==> src/rtl/alu_result_fifo.sv <==
// Result buffer behind the 4-bit ALU: a show-ahead FIFO with valid/ready on both sides,
// sticky sign/zero/carry summaries of accepted words, and a saturating drop counter.
module alu_result_fifo #(
   parameter int DEPTH  = 4,
   parameter int DATA_W = 7,
   parameter int CNT_W  = 8
) (
   input  logic                       clk,
   input  logic                       rst_n,
   input  logic                       in_valid,
   input  logic [DATA_W-1:0]          in_data,
   output logic                       in_ready,
   output logic                       out_valid,
   output logic [DATA_W-1:0]          out_data,
   input  logic                       out_ready,
   input  logic                       clear,
   output logic [$clog2(DEPTH):0]     level,
   output logic                       carry_seen,
   output logic                       zero_seen,
   output logic                       sign_seen,
   output logic [CNT_W-1:0]           drop_cnt
);

   localparam int PTR_W = $clog2(DEPTH);
   localparam int LVL_W = PTR_W + 1;

   logic [DATA_W-1:0] mem [DEPTH];
   logic [PTR_W-1:0]  wr_ptr;
   logic [PTR_W-1:0]  rd_ptr;
   logic              push;
   logic              pop;
   logic              drop;

   // Readiness comes only from registered level, so a full FIFO never passes a word straight through.
   assign in_ready  = (level != LVL_W'(DEPTH));
   assign out_valid = (level != '0);
   assign out_data  = mem[rd_ptr];

   assign push = in_valid & in_ready;
   assign pop  = out_valid & out_ready;
   assign drop = in_valid & ~in_ready;

   always_ff @(posedge clk) begin
      if (push) begin
         mem[wr_ptr] <= in_data;
      end
   end

   always_ff @(posedge clk or negedge rst_n) begin
      if (!rst_n) begin
         wr_ptr <= '0;
         rd_ptr <= '0;
         level  <= '0;
      end else begin
         if (push) begin
            wr_ptr <= wr_ptr + PTR_W'(1);
         end
         if (pop) begin
            rd_ptr <= rd_ptr + PTR_W'(1);
         end
         case ({push, pop})
            2'b10:   level <= level + LVL_W'(1);
            2'b01:   level <= level - LVL_W'(1);
            default: level <= level;
         endcase
      end
   end

   // Clear zeroes the summaries first; this cycle's accepted word or drop is then applied on top.
   always_ff @(posedge clk or negedge rst_n) begin
      if (!rst_n) begin
         carry_seen <= 1'b0;
         zero_seen  <= 1'b0;
         sign_seen  <= 1'b0;
         drop_cnt   <= '0;
      end else begin
         carry_seen <= (carry_seen & ~clear) | (push & in_data[4]);
         zero_seen  <= (zero_seen  & ~clear) | (push & in_data[5]);
         sign_seen  <= (sign_seen  & ~clear) | (push & in_data[6]);
         if (clear) begin
            drop_cnt <= drop ? CNT_W'(1) : '0;
         end else if (drop && (drop_cnt != {CNT_W{1'b1}})) begin
            drop_cnt <= drop_cnt + CNT_W'(1);
         end
      end
   end

endmodule

==> config.mk <==
export PLATFORM = sky130hd
export DESIGN_NAME = alu_result_fifo
export DESIGN_NICKNAME = d
export VERILOG_FILES = /design/src/rtl/alu_result_fifo.sv
export SDC_FILE = /design/constraint.sdc
export NUM_CORES = 1
export LEC_CHECK = 0
export ABC_AREA = 1
export CAP_MARGIN = 20
export CORE_MARGIN = 4
export CORE_UTILIZATION = 53
export CTS_CLUSTER_SIZE = 10
export DETAILED_ROUTE_END_ITERATION = 12
export PLACE_DENSITY = 0.79
export SLEW_MARGIN = 20
export SYNTH_ARGS = -nofsm -noshare
export SYNTH_HDL_FRONTEND = slang
export SYNTH_SLANG_ARGS = --single-unit
==> constraint.sdc <==
create_clock -name clk -period 2.3 [get_ports clk]
set_clock_uncertainty 0.1 [all_clocks]
set_input_delay 0.46 -clock clk [delete_from_list [all_inputs] [get_ports clk]]
set_output_delay 0.46 -clock clk [all_outputs]
set_load 0.01 [all_outputs]
==> run_results.csv <==
group,metric,value,unit
run_status,outcome,"finished, final reports clean",
timing,setup-tns-final,0,ns
cells_and_area,final_common_cell,"nand2_1",
yosys,synth-seq-cells,46,
grt,grt_pass1_wl,6680,µm
yosys,yosysTopAreaCell,"edfxtp_1",
yosys,seq_area_frac_synth,0.602,
critical_path,crit_arrival,1.55,ns
cells_and_area,seq_area,1290,µm²
clock_network,cts.hold.buffers_added,0,
critical_path,ff2ff_setup_slack,0.28,ns
critical_path,critPathMaxFanout,6,
cells_and_area,drive_above_1_share,0.144,
yosys,synthTopCellsByArea,"edfxtp_1 39%, dfrtp_1 21%, nand2_1 5.8%",
yosys,synth.avg_cell_area,10.4,µm²
timing,drv_slew,0,
timing,finalCriticalPeriod,2.11,ns
grt,grt-ovfl-total,0,
die,die_w,71.6,µm
clock_network,cts_buffers,5,
grt,grt_usage,0.171,
cells_and_area,synthToLayoutAreaGrowth,27.2,%
critical_path,critPathRequiredTime,1.74,ns
grt,grt_pass1_vias,1468,
yosys,synth_cells,207,
drt,ant_nets,0,
cells_and_area,utilization,0.718,
timing,timing.slew.headroom,0.778,
placed_design,routabilityCongestion,0.868,
critical_path,r2r-start,"level[1]",
clock_network,path_clk_slew,0.09,ns
yosys,syn_area,2150,µm²
cells_and_area,antennaDiodeCount,0,
worst_hold_path,hold_class,"in -> async",
drt,totalWireLength,4050,µm
timing,hold_violations,0,
drt,vias_per_cell,5.11,
timing,tightestPinTransition,0.332,ns
flow_run,max-cap-violations,0,
yosys,syn_nets,226,
pwr,power_density,1080,nW/µm²
grt,antenna_found_initial,0,
critical_path,worstSetupPathType,"reg -> out",
drt,firstDrtPassIters,4,
die,die_area,5130,µm²
grt,grt_max_degree,19,
timing,rsz0062_at_grt,"no",
cells_and_area,layout.nets,275,
placed_design,placed_cell_area,2620,µm²
critical_path,r2r_cells,9,
cells_and_area,multi_input_area,753,µm²
yosys,synth_top_area_frac,0.392,
clock_network,clockBufferDepth,2,
cells_and_area,final.fill_count,285,
placed_design,dp_hpwl,2930,µm
pwr,peakVddDrop,0.000593,V
die,core,3800,µm²
timing,hold_ws,0.376,ns
timing,max_clock_freq,473,MHz
die,initial_core_util,0.565,
pwr,p_leak,1.20,nW
die,ios,35,
die,row_count,22,
cells_and_area,final_area,2730,µm²
critical_path,end_kind,"primary output",
clock_network,cts.sinks,46,
drt,drc,0,
placed_design,portBuffers,34,
clock_network,cts_tree,"done",
die,die_h,71.6,µm
timing,setup_viol,0,
timing,finalCritPeriodShare,0.919,
cells_and_area,mostFrequentLayoutCells,"33 x nand2_1, 28 x edfxtp_1, 27 x nor2_1, 27 x clkdlybuf4s50_1, 20 x nand3_1",
clock_network,clockRootBuffer,"clkbuf_8",
clock_network,insertion_delay,0.30,ns
drt,wire_per_inst,13.3,µm
yosys,yosysUniqueCellTypes,24,
drt,drt-initial-drc-count,184,
clock_network,htree_levels,2,
drt,vias,1558,
critical_path,startpoint_type,"register",
yosys,yosysWarnings,0,
critical_path,r2r_end,"level[2]",
[critical path: stages (launching register included)]
cell	delay, ns
dfrtp_1	0.44
nor2_4	0.17
nand2_4	0.12
clkdlybuf4s50_1	0.52
[where the power goes]
part / internal [W] / switching [W] / total, W
Combinational: 0.000579 / 0.000657 / 0.00124
Clock: 0.000219 / 0.000279 / 0.000498
Sequential: 0.00108 / 0.000125 / 0.00120
Total: 0.00188 / 0.00106 / 0.00294
[kinds of logic (layout without fill, tap and decap cells)]
logic type | after synthesis | in the layout | share of synthesized area
DFF | 46 | 46 | 0.602
and+or+nand+nor | 94 | 94 | 0.212
adders and majority gates | 7 | 7 | 0.0443
xor gates and xnor gates | 4 | 4 | 0.0163
buffers and inverters | 26 | 76 | 0.0472
AOI/OAI and AO/OA | 30 | 30 | 0.0781
[cells in the mapped netlist, drive strengths merged]
cell and number:
ha 6, xor2 3, buf 4, o22ai 7
nand2 40, inv 22, edfxtp 28, nor2 33
fa 1, nor3 1, nand3 20, dfrtp 18
a21oi 5, xnor2 1, o21ai 16, o21bai 2
[routing by layer]
layer  part of all wire  track usage
met2               0.47        0.258
met3              0.064       0.0379
met4              0.015       0.0710
met1               0.45        0.240
met5                  0            0
[through the flow]
step / cells / power (W) / worst slack [ns]
detailed placement: 297 / 0.00249 / 0.0304
global route: 305 / 0.00315 / 0.107
finish: 305 / 0.00294 / 0.187
global placement: 297 / 0.00246 / 0.0818
floorplan: 207 / 0.00188 / 0.279
CTS: 305 / 0.00298 / 0.00181
[cell type report]
| type | instances | share of cell area |
|---|---|---|
| flip-flops and latches | 46 | 0.473 |
| multi-input cells | 135 | 0.276 |
| repair buffers | 46 | 0.164 |
| inverters | 22 | 0.0303 |
| clock buffers | 5 | 0.0252 |
| well taps | 48 | 0.0220 |
| clock inverters | 3 | 0.00917 |
[flip-flops by register name (all words and copies together) (netlist names)]
register / flops
level: 3
drop_cnt: 8
zero_seen: 1
wr_ptr: 2
sign_seen: 1
carry_seen: 1
rd_ptr: 2
mem: 28
[worst max-delay path by stage]
stage               depth (start not counted)          end  slack [ns]       from
floorplan                                   9     level[2]        0.28   level[1]
CTS                                         5  out_data[1]       0.002  rd_ptr[0]
finish                                      3     in_ready        0.19   level[1]
global placement                            9     level[2]        0.08  out_ready
detailed placement                          9     level[2]        0.03  out_ready
global route                                3     in_ready        0.11   level[1]
[repair_timing]
item                                    4_1_cts  5_1_grt
setup buffers                                 0        0
hold endpoints to repair                      0        0
resized for setup                             2        7
endpoints found under the setup margin        2        6
(Power assumes the default switching activity.)
